[src/rtl/fifo_symbol_unpacker.sv]
// Read-side master for a symbol FIFO: pulls one symbol at a time and packs
// SYMS symbols into a word offered on a valid/ready handshake, with flush.
module fifo_symbol_unpacker #(
   parameter  int SYM_W = 2,
   parameter  int SYMS  = 4,
   localparam int OUT_W = SYM_W * SYMS,
   localparam int CNT_W = $clog2(SYMS + 1)
) (
   input  logic             clk,
   input  logic             rst,
   input  logic             fifo_empty,
   input  logic [SYM_W-1:0] fifo_dout,
   output logic             fifo_rd_en,
   input  logic             flush,
   output logic [OUT_W-1:0] out_data,
   output logic [CNT_W-1:0] out_syms,
   output logic             out_valid,
   input  logic             out_ready,
   output logic             busy
);

   typedef enum logic [1:0] {
      IDLE,
      READ,
      CAPTURE,
      OUT
   } state_e;

   state_e           state_q, state_d;
   logic [CNT_W-1:0] cnt_q, cnt_d;
   logic [OUT_W-1:0] shift_q, shift_d;
   logic             rd_en_q, rd_en_d;
   logic             valid_q, valid_d;
   logic [OUT_W-1:0] data_q, data_d;
   logic [CNT_W-1:0] syms_q, syms_d;
   logic             busy_q, busy_d;
   logic [CNT_W-1:0] cnt_inc;
   logic             cnt_full;

   assign cnt_inc  = cnt_q + CNT_W'(1);
   assign cnt_full = (cnt_inc == CNT_W'(SYMS));

   always_ff @(posedge clk) begin
      if (rst) begin
         state_q <= IDLE;
         cnt_q   <= '0;
         shift_q <= '0;
         rd_en_q <= 1'b0;
         valid_q <= 1'b0;
         data_q  <= '0;
         syms_q  <= '0;
         busy_q  <= 1'b0;
      end else begin
         state_q <= state_d;
         cnt_q   <= cnt_d;
         shift_q <= shift_d;
         rd_en_q <= rd_en_d;
         valid_q <= valid_d;
         data_q  <= data_d;
         syms_q  <= syms_d;
         busy_q  <= busy_d;
      end
   end

   always_comb begin
      state_d = state_q;
      unique case (state_q)
         IDLE: begin
            if (!fifo_empty) begin
               state_d = READ;
            end else if (flush && (cnt_q != '0)) begin
               state_d = OUT;
            end
         end
         READ:    state_d = CAPTURE;
         CAPTURE: state_d = cnt_full ? OUT : IDLE;
         OUT: begin
            if (valid_q && out_ready) begin
               state_d = IDLE;
            end
         end
         default: state_d = IDLE;
      endcase
   end

   always_comb begin
      cnt_d   = cnt_q;
      shift_d = shift_q;
      rd_en_d = 1'b0;
      valid_d = valid_q;
      data_d  = data_q;
      syms_d  = syms_q;
      unique case (state_q)
         IDLE: begin
            if (!fifo_empty) begin
               rd_en_d = 1'b1;
            end else if (flush && (cnt_q != '0)) begin
               // unfilled upper slots are already zero since the shifter clears on accept
               valid_d = 1'b1;
               data_d  = shift_q;
               syms_d  = cnt_q;
            end
         end
         CAPTURE: begin
            for (int unsigned i = 0; i < SYMS; i++) begin
               if (cnt_q == CNT_W'(i)) begin
                  shift_d[i*SYM_W +: SYM_W] = fifo_dout;
               end
            end
            cnt_d = cnt_inc;
            if (cnt_full) begin
               valid_d = 1'b1;
               data_d  = shift_d;
               syms_d  = CNT_W'(SYMS);
            end
         end
         OUT: begin
            if (valid_q && out_ready) begin
               valid_d = 1'b0;
               cnt_d   = '0;
               shift_d = '0;
            end
         end
         default: ;
      endcase
      busy_d = (state_d != IDLE) || (cnt_d != '0);
   end

   assign fifo_rd_en = rd_en_q;
   assign out_valid  = valid_q;
   assign out_data   = data_q;
   assign out_syms   = syms_q;
   assign busy       = busy_q;

endmodule

[config.mk]
export PLATFORM = sky130hd
export DESIGN_NAME = fifo_symbol_unpacker
export DESIGN_NICKNAME = d
export VERILOG_FILES = /design/src/rtl/fifo_symbol_unpacker.sv
export SDC_FILE = /design/constraint.sdc
export NUM_CORES = 1
export LEC_CHECK = 0
export ABC_AREA = 1
export CORE_MARGIN = 2
export CORE_UTILIZATION = 29
export CTS_CLUSTER_DIAMETER = 100
export DETAILED_ROUTE_END_ITERATION = 6
export PLACE_DENSITY = 0.45
export SETUP_SLACK_MARGIN = 0.15
export SYNTH_ARGS = -nofsm -noshare
export SYNTH_HDL_FRONTEND = slang
export SYNTH_SLANG_ARGS = --single-unit
[constraint.sdc]
create_clock -name clk -period 4.1 [get_ports clk]
set_input_delay 0.82 -clock clk [delete_from_list [all_inputs] [get_ports clk]]
set_output_delay 0.82 -clock clk [all_outputs]
set_load 0.005 [all_outputs]
Yosys cells after proc, flatten, opt, wreduce, memory -nomap -nowiden
Index checks and enable logic that the tools add are counted.

Add/sub/neg operators: 1. Multiply operators: 0. Div/mod/pow operators: 0. $lt $le $gt $ge: 0. Equal/unequal tests: 11. Shifts and indexed selects: 0. Muxes and demuxes: 27. Bitwise gates (word level): 1. Reductions and logical operators: 15.

Operators with widths (number): $mux W8 (4); $pmux W8 S2 (2); $mux W2 (8); $mux W3 (4); $pmux W3 S2 (2); $reduce_bool A3 Y1 (3); $ne A2 B2 Y1 const B (4); $pmux W2 S4 (1); $eq A3 B2 Y1 const B (2); $reduce_bool A2 Y1 (3); $mux W1 (5); $reduce_and A5 Y1 (1); $eq A2 B2 Y1 const B (2); $reduce_and A4 Y1 (1); $add A3 B1 Y3 const B (1); $eq A3 B1 Y1 const B (1); $eq A3 B3 Y1 const B (1); $logic_not A3 Y1 (1); $pmux W1 S3 (1); $eq A2 B1 Y1 const B (1); $logic_and A1 B1 Y1 (2); $logic_not A2 Y1 (1); $reduce_and A2 Y1 (1); $reduce_or A2 Y1 (1); other kinds (2) (2).

Flip-flop bits (word level): 27. Bits in latches: 0. Bits in writable memories: 0. ROM bits: 0. Bits of input ports: 7. Output and inout bits: 14. Word-level logic and storage cells: 63. Memories kept: 0.

Longest topological paths before layout
Depth after elaboration: 7. Gate-level depth with buffers: 9. Mapped depth without buffers: 9.

Worst setup path after synthesis
Ideal clock, no wire load.

Path type: input port to flip-flop. Start point: input fifo_empty. End point: register data_q[0] (netlist: out_data[0]). Data arrival time: 1371 ps. Path slack: 2614 ps. Cell stages on the path: 6. Path buffers: 1. Cells stage by stage: nand3_1 nor2_4 nor2_4 buf_6 nor2_1 nor2_1.

Word-level cells in the longest chain between the ends: 2.

Ends and longest elaborated chain: from (decl) (RTL line 11) `input logic fifo_empty,`; $ne A2 B2 Y1 (no line); $reduce_and A4 Y1 (no line); to (signal assigned) (RTL line 59) `data_q <= data_d;`; to (decl) (RTL line 34) `logic [OUT_W-1:0] data_q, data_d;`.

No other way between the ends. A chain may end at the register's enable or synchronous reset.

==> results.md <==
* Status: completed
* Clk buf depth at 2
* Static leakage at 0.693 nW
* Final hold violations at 0
* Peak supply drop at 0.139 mV
* Synthesized Nets at between 150 and 200
* 1st-iter DRT viols at 37
* CTS sink cnt at 27
* Worst-skew pair later-pin latency at about 0.27 ns
* Synthesized cell area at ~1300 um2
* CP max-delay cell: clkdlybuf4s50_1
* Die H at 70.3 um
* Core Util, Final at ~36%
* Total CTS buffers at 3
* DRC at 0
* Finished layout cell area at between 1500 and 2000 um2
* Post-CTS Resized at 0
* Crit path kind: input pin to flip-flop
* Largest net degree at the start of global routing at 22
* Root Buffer: clkbuf_8
* Sequential-to-total area share from yosys stat at 42.4%
* PD cells at 336 nW/um2
* Filler Cell Count at 470
* Final WL at 2930 um
* GR Overflow Total at 0
* Relative slew slack at 44.3%
* Vias in the first global route at 1174
* Max Cap Violations at 0
* Post-layout nets at 217
* Fmax at between 0.4 and 0.5 GHz
* Vias/cell at 4.57
* Synth top area cells: dfxtp_1 42%, nand2_1 16%, nor2_1 6.5%
* Cell family with most CP delay: buffers and inverters
* Routed length per instance at 11.4 um
* Post-CTS Hold Buffers at 0
* Critical path, cell by cell: clkdlybuf4s50_1 > inv_1 > o21ai_0 > nor2_1
* Tightest Pin Transition at 0.833 ns
* DP Cell Count at 252
* Row count at 24
* Crit-path max cell delay at 1.01 ns
* Routability Congestion at 0.741
* Antenna violations before repair at 0
* Startpoint Class: input pin
* Max-slew violation count at 0
* Minimum clock period at 2.12 ns
* Number of synthesized flops with an enable pin at 0
* ANT cells at 0
* Ports at 21
* Die X-Extent at 70.3 um
* Post-synth cell types at 19
* GR Util All Layers at approximately 13%
* Yosys top cell area share at 42.4%
* Ys Warns at 0
* Post-synthesis cell count at 184
* Final worst path period share at 51.7%
* Layout Cells excl Fill at 256
* Worst-path fanout max at 21
* Mapped Avg Cell Area at 6.94 um2
* CTS tree: built
* CP Launch Point: rst
* Most frequent cells after synthesis: 56 x nand2_1, 27 x dfxtp_1, 22 x nor2_1, 18 x inv_1, 15 x a21oi_1
* Hold path start: out_data[7]$_SDFFE_PP0P_
* Unrepaired setup endpoints after global routing: no
* Ys async rst share at 0%
* # setup viols final at 0
* Worst r2r src: cnt_q[0]$_SDFF_PP0_
* Worst EP arrival at 2.29 ns
* Nature of the critical path endpoint: flip-flop
* Area grow syn2layout at 22.3%
* Buffers on Ports at 20
* Setup TNS at 0 ns
* Die area at around 4900 um2
* Cell area after placement at around 1500 um2
* Layout cells sized above 1 at 5.39%
* Register bit total from synthesis at 27
* Skew final at 0.00422 ns
* Core box area at 4290 um2
* Crit path buffers/inverters at 2
* Area leader, netlist: dfxtp_1
* Clock transition at path regs at 0.10 ns
* Final ANT Viol Nets at 0
* Top-count cell post-synth: nand2_1
* Starting Density at 29.7%
* R2R Setup Slk at 2.43 ns
* Ys flop type: dfxtp_1
* Post-DP HPWL at around 2200 um
* Worst Hold Class: flip-flop to flip-flop
* Critical Path RT at 4.27 ns
* H-tree levels at 1
* Global-route wire length before repair at around 5100 um
* Via count at between 1k and 1.5k
* DRT Pass-1 Iters at 6
* Post-CTS setup buffers at 0
-- worst paths after layout --
kind / cells past startpoint / endpoint
worst min-delay path: 2 / out_data[7]$_SDFFE_PP0P_
worst max register to register: 8 / out_data[1]$_SDFFE_PP0P_
worst max-delay path: 4 / out_data[3]$_SDFFE_PP0P_
worst min register to register: 2 / out_data[7]$_SDFFE_PP0P_
-- layer usage --
metal	track usage, %	wire, um	vias to the layer above
li1	-	-	620
met5	0	0	-
met2	21.9	1350	26
met4	4.49	26	0
met1	16.2	1420	522
met3	2.31	129	2
-- cells by family (layout without fill, tap and decap cells) --
logic type	count (synthesis)	count (layout)	synth area share, %
AND/OR/NAND/NOR	96	96	31.8
adder cells (fa/ha/maj)	5	5	4.90
flip-flops	27	27	42.4
buffers and inverters	25	45	8.53
AO/OA/AOI/OAI	31	31	12.5
-- layout make-up --
type	instances	area (um2)	area share (%)
Inverter	21	78.8	5.05
Sequential cell	27	541	34.6
Tap cell	52	65.1	4.17
Timing Repair Buffer	20	200	12.8
Clock inverter	1	7.51	0.481
Clock buffer	3	41.3	2.65
Multi-Input combinational cell	132	627	40.2
-- tightest hold or removal path, delay by kind of cell, from the launching register on --
kind,cells,cell delay (ns)
and+or+nand+nor,1,0.06
AOI/OAI and AO/OA,1,0.05
DFF,1,0.32
-- stage by stage --
stage	total power (W)	worst slack, ns	hold WS, ns
after detailed placement	0.000378	1.66	0.458
final	0.000525	1.98	0.469
after global placement	0.000376	1.71	0.455
after floorplan	0.000344	2.61	0.445
after global routing	0.000561	1.80	0.493
after CTS	0.000535	1.96	0.474
-- layout by cell type, fill, tap and decap left out, types with 2 or more instances in the layout --
cell / synthesis / routed
nand2_1: 56 / 56
dfxtp_1: 27 / 27
nor2_1: 22 / 22
clkdlybuf4s50_1: 0 / 20
inv_1: 18 / 18
a21oi_1: 15 / 15
o21ai_0: 14 / 14
nand3_1: 11 / 11
ha_1: 5 / 5
inv_2: 3 / 3
clkbuf_8: 0 / 3
nor2_4: 2 / 2
-- registers in the layout, summed over array words and instances (netlist names) --
register,flops
shift_q,8
state_q,2
out_syms,3
fifo_rd_en,1
out_data,8
out_valid,1
busy,1
cnt_q,3
-- power breakdown --
part	switching (W)	internal (W)	leakage (nW)
Combinational	0.0000519	0.0000354	0.452
Sequential	0.00000894	0.000275	0.219
Clock	0.0000853	0.0000689	0.0217
Total	0.000146	0.000379	0.693
Note: power is estimated with default switching activity, not from simulation.
